**src/rtl/rv32im_types.sv**
```systemverilog
// rv32im_types
//   Shared RV32IM decode types: major opcode encodings and the branch
//   funct3 sub-codes. No ports; imported by the branch execution unit.
package rv32im_types;

  typedef enum logic [6:0] {
    op_b_lui   = 7'b0110111,
    op_b_auipc = 7'b0010111,
    op_b_jal   = 7'b1101111,
    op_b_jalr  = 7'b1100111,
    op_b_br    = 7'b1100011,
    op_b_load  = 7'b0000011,
    op_b_store = 7'b0100011,
    op_b_imm   = 7'b0010011,
    op_b_reg   = 7'b0110011,
    op_b_csr   = 7'b1110011
  } rv32i_opcode;

  typedef enum logic [2:0] {
    branch_f3_beq  = 3'b000,
    branch_f3_bne  = 3'b001,
    branch_f3_blt  = 3'b100,
    branch_f3_bge  = 3'b101,
    branch_f3_bltu = 3'b110,
    branch_f3_bgeu = 3'b111
  } branch_f3_t;

endpackage

```
**src/rtl/resp_fifo.sv**
```systemverilog
// resp_fifo
//   Small result buffer holding link values awaiting the CDB.
//   Ports:
//     clk, rst        clock, async active-high reset
//     flush           drop every held entry (wins over push/pop)
//     push, push_data write one entry; taken only if not full or popping
//     pop             remove head (ignored when empty)
//     head_data       current head payload (stale when empty)
//     empty, full     occupancy flags
module resp_fifo #(
  parameter int DEPTH = 2,
  parameter int WIDTH = 36
) (
  input  logic             clk,
  input  logic             rst,
  input  logic             flush,
  input  logic             push,
  input  logic [WIDTH-1:0] push_data,
  input  logic             pop,
  output logic [WIDTH-1:0] head_data,
  output logic             empty,
  output logic             full
);

  localparam int PW = (DEPTH > 1) ? $clog2(DEPTH) : 1;
  localparam int CW = $clog2(DEPTH + 1);

  logic [PW-1:0]    rd_ptr_q, rd_ptr_d;
  logic [PW-1:0]    wr_ptr_q, wr_ptr_d;
  logic [CW-1:0]    count_q, count_d;
  logic [WIDTH-1:0] mem_q [DEPTH];
  logic             do_push, do_pop;

  assign empty     = (count_q == '0);
  assign full      = (count_q == CW'(DEPTH));
  assign head_data = mem_q[rd_ptr_q];

  // A push into a full buffer is legal when the head leaves in the same cycle.
  assign do_pop  = pop && !empty;
  assign do_push = push && (!full || do_pop);

  always_comb begin
    rd_ptr_d = rd_ptr_q;
    wr_ptr_d = wr_ptr_q;
    count_d  = count_q;
    if (flush) begin
      rd_ptr_d = '0;
      wr_ptr_d = '0;
      count_d  = '0;
    end else begin
      if (do_pop)
        rd_ptr_d = (rd_ptr_q == PW'(DEPTH - 1)) ? '0 : rd_ptr_q + 1'b1;
      if (do_push)
        wr_ptr_d = (wr_ptr_q == PW'(DEPTH - 1)) ? '0 : wr_ptr_q + 1'b1;
      if (do_push && !do_pop)
        count_d = count_q + 1'b1;
      else if (do_pop && !do_push)
        count_d = count_q - 1'b1;
    end
  end

  always_ff @(posedge clk or posedge rst) begin
    if (rst) begin
      rd_ptr_q <= '0;
      wr_ptr_q <= '0;
      count_q  <= '0;
    end else begin
      rd_ptr_q <= rd_ptr_d;
      wr_ptr_q <= wr_ptr_d;
      count_q  <= count_d;
    end
  end

  // Storage needs no reset: the head is only observed while count_q != 0.
  always_ff @(posedge clk) begin
    if (do_push && !flush)
      mem_q[wr_ptr_q] <= push_data;
  end

endmodule

```
**src/rtl/branch_exec_unit.sv**
```systemverilog
// branch_exec_unit
//   Resolves JAL/JALR/conditional branches in the accept cycle, queues the
//   link value for the CDB, and emits one-cycle redirect and predictor-update
//   pulses plus saturating branch/mispredict counters.
//   Ports:
//     clk, rst, flush                      clock, async reset, ROB flush
//     issue_*                              branch offered by reservation station
//     cdb_valid/ready/data/tag             result-buffer head handshake
//     redirect_valid/pc/tag                mispredict pulse
//     upd_valid/pc/taken/target/opcode     predictor training pulse
//     br_count, mispred_count              performance counters
module branch_exec_unit
  import rv32im_types::*;
#(
  parameter int ROB_DEPTH  = 16,
  parameter int RESP_DEPTH = 2,
  parameter int CNT_W      = 32,
  localparam int TW        = $clog2(ROB_DEPTH)
) (
  input  logic             clk,
  input  logic             rst,
  input  logic             flush,
  input  logic             issue_valid,
  output logic             issue_ready,
  input  logic [31:0]      issue_instr,
  input  logic [31:0]      issue_pc,
  input  logic [31:0]      issue_imm,
  input  logic [31:0]      issue_rs1_v,
  input  logic [31:0]      issue_rs2_v,
  input  logic [TW-1:0]    issue_tag,
  input  logic             issue_pred_taken,
  input  logic [31:0]      issue_pred_target,
  output logic             cdb_valid,
  input  logic             cdb_ready,
  output logic [31:0]      cdb_data,
  output logic [TW-1:0]    cdb_tag,
  output logic             redirect_valid,
  output logic [31:0]      redirect_pc,
  output logic [TW-1:0]    redirect_tag,
  output logic             upd_valid,
  output logic [31:0]      upd_pc,
  output logic             upd_taken,
  output logic [31:0]      upd_target,
  output logic [6:0]       upd_opcode,
  output logic [CNT_W-1:0] br_count,
  output logic [CNT_W-1:0] mispred_count
);

  localparam int PLW = 32 + TW;

  logic [6:0]     opcode;
  logic [2:0]     funct3;
  logic           is_br, taken, mispredict, accept;
  logic [31:0]    target, link, actual_next;
  logic [PLW-1:0] head;
  logic           fifo_empty, fifo_full, cdb_pop;
  logic           unused_instr_bits;

  logic             redirect_valid_q, redirect_valid_d;
  logic [31:0]      redirect_pc_q, redirect_pc_d;
  logic [TW-1:0]    redirect_tag_q, redirect_tag_d;
  logic             upd_valid_q, upd_valid_d;
  logic [31:0]      upd_pc_q, upd_pc_d;
  logic             upd_taken_q, upd_taken_d;
  logic [31:0]      upd_target_q, upd_target_d;
  logic [6:0]       upd_opcode_q, upd_opcode_d;
  logic [CNT_W-1:0] br_cnt_q, br_cnt_d;
  logic [CNT_W-1:0] mis_cnt_q, mis_cnt_d;

  assign opcode = issue_instr[6:0];
  assign funct3 = issue_instr[14:12];
  assign unused_instr_bits = ^{issue_instr[31:15], issue_instr[11:7]};

  always_comb begin
    is_br  = 1'b0;
    taken  = 1'b0;
    target = issue_pc + issue_imm;
    case (opcode)
      op_b_jal: begin
        is_br = 1'b1;
        taken = 1'b1;
      end
      op_b_jalr: begin
        is_br  = 1'b1;
        taken  = 1'b1;
        target = (issue_rs1_v + issue_imm) & ~32'd1;
      end
      op_b_br: begin
        is_br = 1'b1;
        case (funct3)
          branch_f3_beq:  taken = (issue_rs1_v == issue_rs2_v);
          branch_f3_bne:  taken = (issue_rs1_v != issue_rs2_v);
          branch_f3_blt:  taken = ($signed(issue_rs1_v) <  $signed(issue_rs2_v));
          branch_f3_bge:  taken = ($signed(issue_rs1_v) >= $signed(issue_rs2_v));
          branch_f3_bltu: taken = (issue_rs1_v <  issue_rs2_v);
          branch_f3_bgeu: taken = (issue_rs1_v >= issue_rs2_v);
          default:        taken = 1'b0;
        endcase
      end
      default: ;
    endcase
  end

  assign link        = issue_pc + 32'd4;
  assign actual_next = taken ? target : link;
  assign mispredict  = (taken != issue_pred_taken) ||
                       (taken && (target != issue_pred_target));

  assign cdb_pop     = cdb_valid && cdb_ready;
  assign issue_ready = !fifo_full || cdb_pop;
  assign accept      = issue_valid && issue_ready && !flush;

  resp_fifo #(
    .DEPTH (RESP_DEPTH),
    .WIDTH (PLW)
  ) u_resp_fifo (
    .clk       (clk),
    .rst       (rst),
    .flush     (flush),
    .push      (accept),
    .push_data ({link, issue_tag}),
    .pop       (cdb_pop),
    .head_data (head),
    .empty     (fifo_empty),
    .full      (fifo_full)
  );

  assign cdb_valid = !fifo_empty;
  assign cdb_data  = fifo_empty ? 32'd0 : head[PLW-1:TW];
  assign cdb_tag   = fifo_empty ? '0    : head[TW-1:0];

  // Payload registers load zero whenever their pulse is not firing, so
  // the data outputs are already zero while the valid is low.
  always_comb begin
    redirect_valid_d = accept && mispredict;
    redirect_pc_d    = redirect_valid_d ? actual_next : 32'd0;
    redirect_tag_d   = redirect_valid_d ? issue_tag   : '0;

    upd_valid_d  = accept && is_br;
    upd_pc_d     = upd_valid_d ? issue_pc : 32'd0;
    upd_taken_d  = upd_valid_d && taken;
    upd_target_d = upd_valid_d ? target   : 32'd0;
    upd_opcode_d = upd_valid_d ? opcode   : 7'd0;

    br_cnt_d  = br_cnt_q;
    mis_cnt_d = mis_cnt_q;
    if (upd_valid_d && (br_cnt_q != {CNT_W{1'b1}}))
      br_cnt_d = br_cnt_q + 1'b1;
    if (redirect_valid_d && (mis_cnt_q != {CNT_W{1'b1}}))
      mis_cnt_d = mis_cnt_q + 1'b1;
  end

  always_ff @(posedge clk or posedge rst) begin
    if (rst) begin
      redirect_valid_q <= 1'b0;
      redirect_pc_q    <= '0;
      redirect_tag_q   <= '0;
      upd_valid_q      <= 1'b0;
      upd_pc_q         <= '0;
      upd_taken_q      <= 1'b0;
      upd_target_q     <= '0;
      upd_opcode_q     <= '0;
      br_cnt_q         <= '0;
      mis_cnt_q        <= '0;
    end else begin
      redirect_valid_q <= redirect_valid_d;
      redirect_pc_q    <= redirect_pc_d;
      redirect_tag_q   <= redirect_tag_d;
      upd_valid_q      <= upd_valid_d;
      upd_pc_q         <= upd_pc_d;
      upd_taken_q      <= upd_taken_d;
      upd_target_q     <= upd_target_d;
      upd_opcode_q     <= upd_opcode_d;
      br_cnt_q         <= br_cnt_d;
      mis_cnt_q        <= mis_cnt_d;
    end
  end

  assign redirect_valid = redirect_valid_q;
  assign redirect_pc    = redirect_pc_q;
  assign redirect_tag   = redirect_tag_q;
  assign upd_valid      = upd_valid_q;
  assign upd_pc         = upd_pc_q;
  assign upd_taken      = upd_taken_q;
  assign upd_target     = upd_target_q;
  assign upd_opcode     = upd_opcode_q;
  assign br_count       = br_cnt_q;
  assign mispred_count  = mis_cnt_q;

endmodule

```
**config.mk**
```make
export PLATFORM = sky130hd
export DESIGN_NAME = branch_exec_unit
export DESIGN_NICKNAME = d
export VERILOG_FILES = /design/src/rtl/rv32im_types.sv /design/src/rtl/resp_fifo.sv /design/src/rtl/branch_exec_unit.sv
export SDC_FILE = /design/constraint.sdc
export NUM_CORES = 1
export LEC_CHECK = 0
export CAP_MARGIN = 10
export CORE_UTILIZATION = 50
export CTS_CLUSTER_SIZE = 40
export DETAILED_ROUTE_END_ITERATION = 16
export GPL_TIMING_DRIVEN = 0
export PLACE_DENSITY = 0.85
export SKIP_CTS_REPAIR_TIMING = 1
export SLEW_MARGIN = 20
export SYNTH_ARGS = -nofsm -noshare
export SYNTH_HDL_FRONTEND = slang
export SYNTH_SLANG_ARGS = --single-unit
```
**constraint.sdc**
```tcl
create_clock -name clk -period 6.79 [get_ports clk]
set_input_delay 1.358 -clock clk [delete_from_list [all_inputs] [get_ports clk]]
set_output_delay 1.358 -clock clk [all_outputs]
set_load 0.005 [all_outputs]
```
==> results.md, run 1 <==
* Mapped Nets at 2002
* # DRC at 0
* Drt pass-1 iters at 7
* Fin worst setup slack at 0.560 ns
* Worst Tran Pin Value at 0.985 ns
* Fin crit share at 0.917
* Max cap viols at 0
* CTS tree: yes
* Worst-Skew Late Latency at 0.52 ns
* Grt total ovfl at 0
* Period minus WS final at 6.23 ns
* Root buf cell: clkbuf_16
* Routability cong. at 0.968
* ANT nets after route at 0
* Final Core Density at 0.678
* Leak Pwr at 0.00926 uW
* Top post-synthesis cells by area: dfrtp_1, edfxtp_1, ha_1
* Cell count after synthesis at 1702
* Multiplexer area fraction after synthesis at 0.0369
* Syn-to-layout area delta at 33.8%
* Worst path required time at 7.15 ns
* Async set-reset flop share out of synthesis at 0.712
* DR iter-0 viols at 1129
* Syn. warnings at 0
* Die area at 32600 um2
* Cell Pwr Density at 195 nW/um2
* Skew final at 0.0124 ns
* Post-synth EDFFs at 72
* Post-synth top area cell: dfrtp_1
* Number of synthesized register bits at 250
* Gr usage total at 0.331
* H-tree level count at 1
* RSZ-0062 raised after global routing: no
* Commonest cells after routing, fill and taps aside: clkdlybuf4s50_1, nor2_1, dfrtp_1
* Final setup viols at 0
* Slew Limit Fails at 0
* Peak fanout along the critical path at 10
* Hold Path Class: flop to flop
* Clock sink count at 250
* Reg area at 6620 um2
* Post-DP HPWL at 43300 um
* IO Port Bufs at 391
* Fin nets at 2425
* Status: finished clean
* Max Root-Sink Buffers at 3
* Pre-CTS WS at 0.155 ns
* Syn Std Cell Area at 15900 um2
* Worst path arrival time at 6.59 ns
* Post-synthesis xor/xnor area fraction at 0.0958
* Combinational family with the most area after synthesis: simple AND/OR/NAND/NOR gates
* Post-DR vias/cell at 5.92
* I/O Pins at 414
* DIE HEIGHT at 181 um
* Post-synthesis simple-gate area fraction at 0.196
* Syn_area_per_cell at 9.37 um2
* Top-area cell type share of the netlist area at 0.279
* Number of global-route vias before repair at 15200
* Footprint of the multi-input gates at 8780 um2
* TNS Setup at 0 ns
* Setup CP Type: input port to flop
* Largest net degree at the start of global routing at 97
* Share of cells above drive strength 1 at 0.0373
* DR vias at 15100
* Final wirelength at 54500 um
* Synth Flop Type: dfrtp_1
* Most common cell after layout, fill and taps aside: clkdlybuf4s50_1
* Initial antenna violation count at 1
* Row count at 65
* Initial Util at 0.507
* DIE WIDTH at 181 um
* Fillcell total at 2475
* Setup crit end kind: flop
* Startpoint Class: input port
* Final hold violations at 0
* Synth Area in Compound Gates at 0.144
* F_max at 161 MHz
* Inserted Clock Buffers at 24
* Netlist cell types at 80
* Total Power at 4160 uW
* Peak supply drop at 0.173 mV
* WL per Instance at 21.4 um
* Adder-Cell Fraction of Synth Area at 0.0778
* Slew Limit Headroom at 0.339
* Core footprint at 31500 um2
* First-pass GRT wire length at 83600 um
* Clk pin slew, worst setup/hold paths at 0.07 ns
* Sequential fraction of the synthesis area at 0.415
path summary, 6_finish.rpt:
kind,slack (ns),endpoint,cells after the start,from
setup / recovery,0.56,redirect_pc[31],16,issue_rs1_v[31]
hold / removal,0.49,mispred_count[29],1,mispred_count[29]
setup reg to reg,2.59,br_count[29],12,u_resp_fifo.count_q[1]
hold reg to reg,0.49,mispred_count[29],1,mispred_count[29]
max in group asynchronous,4.59,redirect_pc[20],3,rst
min in group asynchronous,1.33,br_count[23],2,rst
worst max-delay path: stages:
cell and delay, ns:
clkdlybuf4s50_1 0.52, ha_1 0.45, nand4_1 0.17, nor4_1 0.14, a221oi_1 0.46, o21ai_0 0.20
a211oi_1 0.70, xnor2_1 0.30, mux2i_1 0.18, o21ai_1 0.43, nand4_1 0.31, nor4_4 0.56
or2_1 0.17, buf_2 0.24, buf_4 0.29, a211oi_1 0.08
Yosys cell counts (26+ instances only):
| library cell | n |
|---|---|
| ha_1 | 96 |
| inv_1 | 68 |
| dfrtp_1 | 178 |
| xor2_1 | 85 |
| edfxtp_1 | 72 |
| a21o_1 | 38 |
| mux2i_1 | 51 |
| xnor2_1 | 79 |
| nand4_1 | 36 |
| a211oi_1 | 45 |
| nor4_1 | 26 |
| nor2_1 | 190 |
| clkbuf_1 | 50 |
| and3_1 | 67 |
| o21ai_0 | 68 |
| nand3_1 | 47 |
| nand2_1 | 139 |
| a21oi_1 | 106 |
| nor3_1 | 36 |
kinds of logic after synthesis:
| family | Yosys count |
|---|---|
| fa+ha+maj | 98 |
| simple gates | 634 |
| xor+xnor | 168 |
| flops | 250 |
| buf+inv | 139 |
| compound gates | 354 |
| mux | 58 |
| other cells | 1 |
flip-flops by register name (all words and copies together) (netlist names):
register and cells:
redirect_pc 32, u_resp_fifo.count_q 2, u_resp_fifo.mem_q 72, upd_target 32, upd_taken 1, upd_valid 1
u_resp_fifo.wr_ptr_q 1, mispred_count 32, redirect_tag 4, upd_opcode 7, upd_pc 32, u_resp_fifo.rd_ptr_q 1
redirect_valid 1, br_count 32
where the power goes:
| part | internal [uW] | switching, uW |
|---|---|---|
| Clock | 891 | 581 |
| Combinational | 465 | 579 |
| Sequential | 1600 | 39.9 |
| Total | 2960 | 1200 |
layer usage:
| layer | wire (um) | vias up | GRT usage |
|---|---|---|---|
| li1 | - | 6995 | - |
| met1 | 21700 | 7184 | 0.405 |
| met2 | 26200 | 732 | 0.566 |
| met3 | 3860 | 164 | 0.0475 |
| met4 | 2800 | 0 | 0.172 |
| met5 | 0 | - | 0 |
area by class of cell:
type | instances | share of cell area
flip-flops and latches | 250 | 0.310
diodes | 1 | 0.000117
well taps | 402 | 0.0236
clock buffers | 32 | 0.0335
inverters | 68 | 0.0123
clock inverters | 12 | 0.00751
plain buffers | 71 | 0.0141
multi-input cells | 1313 | 0.412
repair buffers | 397 | 0.187
metrics by stage:
step | hold WS (ns) | cell area (um2) | std cells
2_1_floorplan | 0.477 | 15900 | 1702
3_3_place_gp | 0.473 | 20400 | 2495
3_5_place_dp | 0.485 | 20500 | 2501
4_1_cts | 0.493 | 21300 | 2545
5_1_grt | 0.510 | 21300 | 2546
6_report | 0.493 | 21300 | 2546
(Power assumes the default switching activity.)
==> inputs of run 2 (changes only) <==
==> constraint.sdc (replaced) <==
create_clock -name clk -period 5.8 [get_ports clk]
set_input_delay 1.16 -clock clk [delete_from_list [all_inputs] [get_ports clk]]
set_output_delay 1.16 -clock clk [all_outputs]
set_load 0.005 [all_outputs]
==> results.md, run 2 (same netlist as run 1, synthesis figures left out) <==
* Hold Path Class: flop to flop
* Top reg by flops: u_resp_fifo.mem_q
* Leak Pwr at 0.00929 uW
* Clk pin slew, worst setup/hold paths at 0.07 ns
* Critical register-to-register path startpoint: u_resp_fifo.count_q[1]
* Worst Tran Pin Value at 0.898 ns
* Startpoint Class: input port
* Hold_ws at 0.490 ns
* Core footprint at 31500 um2
* Hold_sp: mispred_count[29]
* Status: finished clean
* WL per Instance at 21.2 um
* Max FFs per register at 72
* Final instance area at 21400 um2
* Root buf cell: clkbuf_16
* Period minus WS final at 5.60 ns
* Initial Util at 0.507
* Crit. Startpoint: issue_pc[1]
* Worst path required time at 6.14 ns
* Post-DP Area at 20500 um2
* Cell Pwr Density at 223 nW/um2
* Final setup viols at 0
* Commonest cells after routing, fill and taps aside: clkdlybuf4s50_1, nor2_1, dfrtp_1
* Peak fanout along the critical path at 10
* Footprint of the multi-input gates at 8830 um2
* Worst path arrival time at 5.94 ns
* Fillcell total at 2491
* Setup crit end kind: flop
* # DRC at 0
* Grt total ovfl at 0
* DR iter-0 viols at 981
* ANT nets after route at 0
* Drt pass-1 iters at 7
* Setup CP Type: input port to flop
* Die area at 32600 um2
* Slew Limit Headroom at 0.401
* DIE WIDTH at 181 um
* Worst-Skew Late Latency at 0.52 ns
* CTS tree: yes
* Peak supply drop at 0.214 mV
* Skew final at 0.0125 ns
* Slew Limit Fails at 0
* Row count at 65
* Most common cell after layout, fill and taps aside: clkdlybuf4s50_1
* I/O Pins at 414
* H-tree level count at 1
* DIE HEIGHT at 181 um
* Initial antenna violation count at 2
* Inserted Clock Buffers at 24
* Post-DP HPWL at 43800 um
* Fin nets at 2432
* Reg area at 6620 um2
* Gr usage total at 0.328
* DR vias at 15100
* Number of global-route vias before repair at 15000
* Post-DR vias/cell at 5.93
* Routability cong. at 0.965
* Fin crit share at 0.965
* Max Root-Sink Buffers at 3
* Clock sink count at 250
* First-pass GRT wire length at 83300 um
* Syn-to-layout area delta at 34.2%
* Largest net degree at the start of global routing at 35
* Final hold violations at 0
* F_max at 179 MHz
* Share of cells above drive strength 1 at 0.0438
* RSZ-0062 raised after global routing: no
* IO Port Bufs at 391
* Final wirelength at 54200 um
* Max cap viols at 0
==> run 2: cell types whose count changed in the layout (fill, tap and decap cells not counted), sizes merged <==
cell / before / now
dlymetal6s2s: 0 / 1
clkdlybuf4s50: 391 / 390
clkbuf: 83 / 84
diode: 1 / 2
buf: 26 / 33
bufinv: 4 / 3
clkinv: 6 / 4
==> run 2: path summary, 6_finish.rpt <==
| kind | to | slack (ns) | cells after the start |
|---|---|---|---|
| worst max-delay path | redirect_pc[15] | 0.20 | 16 |
| worst min-delay path | mispred_count[29] | 0.49 | 1 |
| worst max register to register | br_count[29] | 1.50 | 12 |
| worst min register to register | mispred_count[29] | 0.49 | 1 |
| max in group asynchronous | redirect_pc[15] | 4.04 | 4 |
| min in group asynchronous | mispred_count[2] | 0.99 | 2 |
==> run 2: metrics by stage <==
stage / power [uW] / std cells / TNS, ns / util / setup WS [ns]
detailed placement: 3160 / 2505 / -30.65 / 0.652 / -0.643
global route: 4960 / 2552 / 0 / 0.680 / 0.0784
floorplan: 2640 / 1702 / 0 / - / 0.982
finish: 4770 / 2552 / 0 / 0.680 / 0.202
global placement: 3120 / 2495 / -38.63 / 0.647 / -0.674
CTS: 4750 / 2547 / -0.468 / 0.678 / -0.141
==> run 2: worst max-delay path: stages <==
cell and delay (ns):
clkdlybuf4s50_1 0.59, fa_1 0.54, a21o_1 0.20, a221o_1 0.43, a211oi_4 0.37, o21bai_1 0.17, xor2_1 0.18, xor2_1 0.16
nor4_1 0.33, a31oi_1 0.12, or4_1 0.65, nor4_4 0.32, or2_1 0.15, buf_2 0.23, buf_4 0.23, a211oi_1 0.11
==> run 2: per-layer routing <==
layer / wire length [um] / up-vias / global-route usage / share of wire
li1: - / 7011 / - / -
met1: 21600 / 7308 / 0.407 / 0.40
met2: 26300 / 689 / 0.568 / 0.49
met3: 4010 / 128 / 0.0493 / 0.074
met4: 2270 / 0 / 0.143 / 0.042
met5: 0 / - / 0 / 0
==> run 2: layout make-up <==
cell class	count	area share
Multi-Input combinational cell	1313	0.412
Sequential cell	250	0.309
Antenna cell	2	0.000234
Clock buffer	33	0.0316
Inverter	68	0.0121
Clock inverter	9	0.00584
Tap cell	402	0.0235
Timing Repair Buffer	404	0.191
Buffer	71	0.0141
==> run 2: where the power goes <==
group / switching (uW) / leakage (uW) / internal [uW] / total [uW]
Sequential: 44.2 / 0.00311 / 1880 / 1920
Combinational: 683 / 0.00580 / 552 / 1240
Clock: 670 / 0.000390 / 948 / 1620
==> inputs of run 3 (changes only) <==
--- a/config.mk
+++ b/config.mk
@@ -9,7 +9,6 @@
 export CORE_UTILIZATION = 50
 export CTS_CLUSTER_SIZE = 40
 export DETAILED_ROUTE_END_ITERATION = 16
-export GPL_TIMING_DRIVEN = 0
 export PLACE_DENSITY = 0.85
 export SKIP_CTS_REPAIR_TIMING = 1
 export SLEW_MARGIN = 20
==> results.md, run 3 (same netlist as run 1, synthesis figures left out) <==
* Status: finished clean
* Most common cell after layout, fill and taps aside: clkdlybuf4s50_1
* IO Port Bufs at 391
* Syn-to-layout area delta at 35.7%
* Initial antenna violation count at 1
* DIE HEIGHT at 181 um
* Hold_sp: mispred_count[11]
* Total Power at 4810 uW
* Grt total ovfl at 0
* H-tree level count at 1
* ANT nets after route at 0
* TNS Setup at 0 ns
* Top reg by flops: u_resp_fifo.mem_q
* Post-DP Area at 20800 um2
* Max Root-Sink Buffers at 3
* RSZ-0062 raised after global routing: no
* Final wirelength at 52400 um
* R2R depth at 12
* # DRC at 0
* Core footprint at 31500 um2
* Startpoint Class: input port
* Slew Limit Headroom at 0.366
* Worst path required time at 6.19 ns
* Max cap viols at 0
* DR iter-0 viols at 1042
* I/O Pins at 414
* Drt pass-1 iters at 5
* Fin crit share at 0.934
* Peak fanout along the critical path at 19
* Busiest grt layer: met2
* First-pass GRT wire length at 80700 um
* Worst path arrival time at 5.80 ns
* Hold Path Class: flop to flop
* Worst Tran Pin Value at 0.952 ns
* Root buf cell: clkbuf_16
* Routability cong. at 0.981
* Final hold violations at 0
* Period minus WS final at 5.42 ns
* Cell Pwr Density at 222 nW/um2
* Row count at 65
* GRT met1 Usage at 0.408
* Crit. Startpoint: issue_imm[1]
* WHS Path Cells at 1
* CTS tree: yes
* Critical register-to-register path startpoint: br_count[18]
* Share of cells above drive strength 1 at 0.0710
* Commonest cells after routing, fill and taps aside: clkdlybuf4s50_1, nor2_1, dfrtp_1
* Largest net degree at the start of global routing at 116
* Clock sink count at 250
* M3 GR Usage at 0.0358
* Setup CP Type: input port to flop
* Fin nets at 2437
* Gr usage total at 0.316
* Setup crit end kind: flop
* DIE WIDTH at 181 um
* Post-DP HPWL at 41800 um
* Met2 Use GR at 0.540
* Initial Util at 0.507
* Worst-Skew Late Latency at 0.52 ns
* F_max at 185 MHz
* WL per Instance at 20.5 um
* Final instance area at 21600 um2
* DR vias at 15100
* Final setup viols at 0
* Peak supply drop at 0.215 mV
* Clk pin slew, worst setup/hold paths at 0.06 ns
* Skew final at 0.00826 ns
* Die area at 32600 um2
* Inserted Clock Buffers at 25
* Slew Limit Fails at 0
* Number of global-route vias before repair at 14800
* R2R Setup Slk at 1.96 ns
* Max FFs per register at 72
* Leak Pwr at 0.00951 uW
* Post-DR vias/cell at 5.90
==> run 3: cell types whose count changed in the layout (fill, tap and decap cells not counted), sizes merged, moves of 2 or more <==
cell    before  now
bufinv       3    1
clkbuf      84   36
buf         33   88
inv         68   70
==> run 3: worst max-delay path, stage by stage <==
cell             delay, ns
clkdlybuf4s50_1       0.56
fa_1                  0.51
a21o_1                0.23
a311o_1               0.40
a41oi_2               0.29
o31ai_1               0.22
a21oi_1               0.38
nand3b_1              0.13
a41oi_1               0.36
nor3_1                0.10
o2111ai_1             0.38
nor4_4                0.08
buf_4                 0.18
or2_1                 0.30
buf_12                0.19
a211oi_1              0.33
==> run 3: layout make-up <==
type,count,area [um2]
well taps,402,503
flip-flops and latches,250,6620
inverters,68,259
clock inverters,10,88.8
fillers,2367,9830
multi-input cells,1313,8810
repair buffers,479,4620
clock buffers,36,739
diodes,1,2.50
==> run 3: power by group <==
group	total [uW]	internal [uW]	switching, uW	leakage, uW
combinational	1260	592	672	0.00600
clock	1610	937	673	0.000402
sequential	1930	1880	57.9	0.00311
total	4810	3410	1400	0.00951
==> run 3: per-layer routing <==
metal / up-vias / wire length (um)
li1: 7000 / -
met1: 7246 / 21500
met2: 719 / 25100
met3: 136 / 3470
met4: 0 / 2330
met5: - / 0
==> run 3: final timing paths <==
path                                          end
max in group asynchronous         redirect_pc[26]
worst min register to register  mispred_count[11]
worst max-delay path              redirect_pc[25]
min in group asynchronous        mispred_count[3]
worst min-delay path            mispred_count[11]
worst max register to register       br_count[29]
==> run 3: stage by stage <==
stage	hold slack, ns	setup WS, ns	instances	utilization
after floorplan	0.477	0.982	1702	-
after global placement	0.473	0.0489	2512	0.661
after detailed placement	0.483	-0.0834	2512	0.661
after CTS	0.495	0.447	2558	0.688
after global routing	0.514	0.234	2559	0.688
final	0.488	0.383	2559	0.688
==> variant 1, RTL diff (settings of run 3) <==
Set the parameter `CNT_W` to 40 (it was 32).
--- a/src/rtl/branch_exec_unit.sv
+++ b/src/rtl/branch_exec_unit.sv
@@ -15,5 +15,5 @@
   parameter int ROB_DEPTH  = 16,
   parameter int RESP_DEPTH = 2,
-  parameter int CNT_W      = 32,
+  parameter int CNT_W      = 40,
   localparam int TW        = $clog2(ROB_DEPTH)
 ) (
Interface: changed (resized br_count and mispred_count); port bits go from 414 to 430. The function was not compared with the original's and may differ.
==> variant 1 against run 3 <==
- sequential cell count grew 16
- cell count grew 6.1%
- clock skew up 0.014 ns
- wire length increased by 12%
- global-route usage rose by 1.2 points
- sequential power up 4%
- design area rose by 6.4%
- area after synthesis grew 6.1%
- count of clock-buffer cells in the layout increased by 2
- combinational power rose by 9.5%
- total power increased by 5.5%
- worst setup slack better by 0.0045 ns
- critical endpoint is now mispred_count[28]
- largest power group unchanged
==> variant 1: results (changes against run 3) <==
- Worst-Margin Slew: 0.992 ns (+0.0400 ns)
- Syn Nets: 2087 (+4.2%)
- Setup crit start: issue_imm[0]
- Initial antenna violation count: 0 (-1)
- CP max FO: 8 (-11)
- Overall routing resource usage: 0.328 (+0.0122)
- Ant. Diodes: 0 (-1)
- Final Skew: 0.0221 ns (+0.0139 ns)
- Run status: finished clean
- Hold WS: 0.498 ns (+0.0107 ns)
- Global-route wire length before repair: 86800 µm (+7.5%)
- Worst path slowest cell: a2111oi_0
- Largest net degree at the start of global routing: 195 (+68%)
- Worst-path clk slew: 0.06 ns (about the same)
- R2r setup slk: 2.16 ns (+0.20 ns)
- Data arrival, critical path: 5.86 ns (+0.06 ns)
- Largest stage delay on the critical path: 0.53 ns (-0.03 ns)
- Placer Congestion: 0.972 (-0.84%)
- Post-synthesis sequential area ratio: 0.415 (about the same)
- FF-to-FF Start: u_resp_fifo.count_q[1]
- Leakage: 0.00987 µW (+3.9%)
- Cell family contributing the most delay on the critical path: simple AND/OR/NAND/NOR gates
- Vias in the first global route: 15857 (+7.3%)
- Worst r2r path cells: 15 (+3)
- Min-Delay Endpoint: br_count[18]
- Buffers added on ports: 407 (+4.1%)
- Vias: 16161 (+7.0%)
- Terminus of the critical flop-to-flop path: br_count[39]
- Final net count: 2547 (+4.5%)
- Number of CTS-inserted buffers: 27 (+8.0%)
- VDD IR max: 0.217 mV (+0.97%)
- Asr flop ratio synth: 0.729 (+0.0173)
- DR WL/cell: 21.6 µm (+5.4%)
- # fillers: 2473 (+4.5%)
- Post-synth top cells: 194 x dfrtp_1, 182 x nor2_1, 129 x nand2_1
- Layout cells sized above 1: 0.0772 (+0.00620)
==> variant 1: final cells by class <==
class / instances / share of cell area
Timing Repair Buffer: 512 / 0.216
Clock inverter: 12 / 0.00375
Inverter: 77 / 0.0127
Sequential cell: 266 / 0.305
Tap cell: 448 / 0.0243
Clock buffer: 38 / 0.0337
Multi-Input combinational cell: 1363 / 0.405
==> variant 1: power breakdown <==
part / internal [µW] / switching, µW / total [µW]
Clock: 942 / 735 / 1680
Combinational: 612 / 772 / 1380
Sequential: 1980 / 34.2 / 2010
==> variant 1: stage by stage <==
stage	std cells	setup WS [ns]	total power, µW	cell area [µm²]
after global placement	2665	0.0602	3370	22200
final	2716	0.388	5070	23000
after floorplan	1787	0.931	2770	16900
after global routing	2716	0.0665	5260	23000
after CTS	2715	0.458	5070	23000
after detailed placement	2665	-0.0539	3400	22200
==> variant 1: metal layers <==
metal  global-route usage  share of wire
met4                0.143          0.046
met1                0.412           0.40
met2                0.563           0.48
met5                    0              0
met3               0.0450          0.075
==> variant 1: how the worst max path moves through the flow <==
stage,to,depth (start not counted)
2_1_floorplan,mispred_count[12],16
3_3_place_gp,mispred_count[34],19
3_5_place_dp,mispred_count[34],19
4_1_cts,mispred_count[20],19
5_1_grt,mispred_count[20],19
6_report,mispred_count[28],20
==> variant 1: logic make-up (layout without fill, tap and decap cells) <==
logic type      count (synthesis)  in the layout  synth area share
compound gates                345            345             0.138
xor+xnor                      193            193             0.102
other cells                     1              1          0.000222
buf+inv                       158            639            0.0356
simple gates                  664            664             0.199
mux                            62             62            0.0370
fa+ha+maj                      98             98            0.0734
flops                         266            266             0.415
==> variant 2, RTL diff (flow settings as in run 3) <==
Without the edit above. Put one more register stage on the output `redirect_pc`, cleared by the reset. The value now appears one clock later. The other outputs are not delayed to match.
--- a/src/rtl/branch_exec_unit.sv
+++ b/src/rtl/branch_exec_unit.sv
@@ -178,5 +178,11 @@
 
   assign redirect_valid = redirect_valid_q;
-  assign redirect_pc    = redirect_pc_q;
+  always_ff @(posedge clk or posedge rst) begin
+    if (rst) begin
+      redirect_pc <= '0;
+    end else begin
+      redirect_pc <= redirect_pc_q;
+    end
+  end
   assign redirect_tag   = redirect_tag_q;
   assign upd_valid      = upd_valid_q;
Check against the original RTL: not equivalent (Yosys sat finds a counterexample within 4 cycles, from zero or initial values and one cycle with rst high).
==> variant 2 against run 3 <==
- design area is 6.2% higher
- sequential cell count is 32 higher
- total power is 11% higher
- area after synthesis is 6.4% higher
- synthesized cell count is 2.7% higher
- wire length is 8.1% higher
- worst setup slack worse by 0.057 ns
- clock skew is 0.00064 ns lower
==> variant 2: results (changes against run 3) <==
- Run status: finished clean
- Power Total: 5310 µW (+11%)
- Clock Tree Buf Depth: 3 (unchanged)
- Overall routing resource usage: 0.321 (+0.00475)
- Number of CTS-inserted buffers: 26 (+4.0%)
- Terminus of the critical flop-to-flop path: br_count[17]
- Post-synth EDFFs: 72 (unchanged)
- Combinational Power Share: 0.254 (-0.009)
- Vias: 15573 (+3.1%)
- Min-Delay Endpoint: redirect_pc[29]
- Final net count: 2505 (+2.8%)
- Worst-path clk slew: 0.06 ns (about the same)
- Largest stage delay on the critical path: 0.50 ns (-0.06 ns)
- Ant. Diodes: 0 (-1)
- Final Skew: 0.00762 ns (-0.000635 ns)
- Part of the power in registers: 0.403 (about the same)
- Hold path startpoint: redirect_pc_q[29]
- Psw: 1510 µW (+7.7%)
- Syn Nets: 2048 (+2.3%)
- Placer Congestion: 0.945 (-3.6%)
- Drt pass-1 iters: 8 (+3)
- Synth top area cells: dfrtp_1 31%, edfxtp_1 13%, ha_1 7.1%
- FF-to-FF Start: br_count[12]
- Largest net degree at the start of global routing: 119 (+2.6%)
- Hpwl dp: 44500 µm (+6.4%)
- Layout cells sized above 1: 0.0881 (+0.0171)
- Slew margin rel.: 0.371 (+0.00557)
- Cell variety after synth: 88 (+10%)
- VDD IR max: 0.197 mV (-8.7%)
- CP max FO: 17 (-2)
- Max FFs per register: 72 (unchanged)
- Initial antenna violation count: 0 (-1)
- Hold WS: 0.348 ns (-0.140 ns)
- Data arrival, critical path: 5.83 ns (+0.03 ns)
- Leakage: 0.00987 µW (+3.8%)
- Worst path slowest cell: or4_1
- # fillers: 2514 (+6.2%)
- Post-synthesis sequential area ratio: 0.437 (+0.0221)
- DRT iter0 DRCs: 1081 (+3.7%)
- Asr flop ratio synth: 0.745 (+0.0327)
- R2r setup slk: 1.86 ns (-0.10 ns)
- Final WL: 56600 µm (+8.1%)
- Synth Flop Type: dfrtp_1
- Global-route wire length before repair: 85000 µm (+5.3%)
- Post-place instance area: 22000 µm² (+5.8%)
- Post-synth top cells: 210 x dfrtp_1, 168 x nor2_1, 139 x nand2_1
- Hold path depth: 0 (-1)
## variant 2: per-stage QoR
step	setup slack, ns	std cells	utilization
finish	0.326	2673	0.687
global route	0.192	2673	0.687
CTS	0.357	2672	0.686
detailed placement	-0.188	2624	0.659
global placement	-0.00187	2624	0.659
floorplan	1.00	1748	-
## variant 2: kinds of logic (layout without fill, tap and decap cells)
kind of cell / Yosys count / in the layout / synth area share
flip-flops: 282 / 282 / 0.437
adder cells (fa/ha/maj): 98 / 98 / 0.0731
multiplexers: 64 / 64 / 0.0383
AND/OR/NAND/NOR: 635 / 635 / 0.188
XOR/XNOR: 168 / 168 / 0.0892
buffers and inverters: 152 / 629 / 0.0386
other: 1 / 1 / 0.000221
AO/OA/AOI/OAI: 348 / 348 / 0.136
## variant 2: how the worst max path moves through the flow
stage,start,endpoint,slack [ns],cells after the start
after floorplan,issue_rs1_v[0],mispred_count[1],1.00,15
after detailed placement,issue_imm[0],redirect_pc_q[20],-0.19,17
after global placement,issue_imm[0],redirect_pc_q[20],-0.002,17
after CTS,issue_imm[0],redirect_pc_q[20],0.36,17
final,issue_imm[0],redirect_pc_q[22],0.33,17
after global routing,issue_imm[0],redirect_pc_q[22],0.19,17
## variant 2: per-layer routing
layer	share of wire	GRT usage	vias to the layer above
li1	-	-	7212
met1	0.40	0.400	7546
met2	0.48	0.562	708
met3	0.074	0.0477	107
met4	0.038	0.119	0
met5	0	0	-
## variant 2: area by class of cell
| cell class | instances | area (µm²) | area share |
|---|---|---|---|
| inverter | 71 | 270 | 0.0118 |
| sequential | 282 | 7420 | 0.323 |
| clock inverter | 18 | 228 | 0.00991 |
| timing repair buffer | 510 | 4890 | 0.213 |
| multi-input combinational | 1314 | 8920 | 0.388 |
| tap | 448 | 561 | 0.0244 |
| clock buffer | 30 | 697 | 0.0303 |
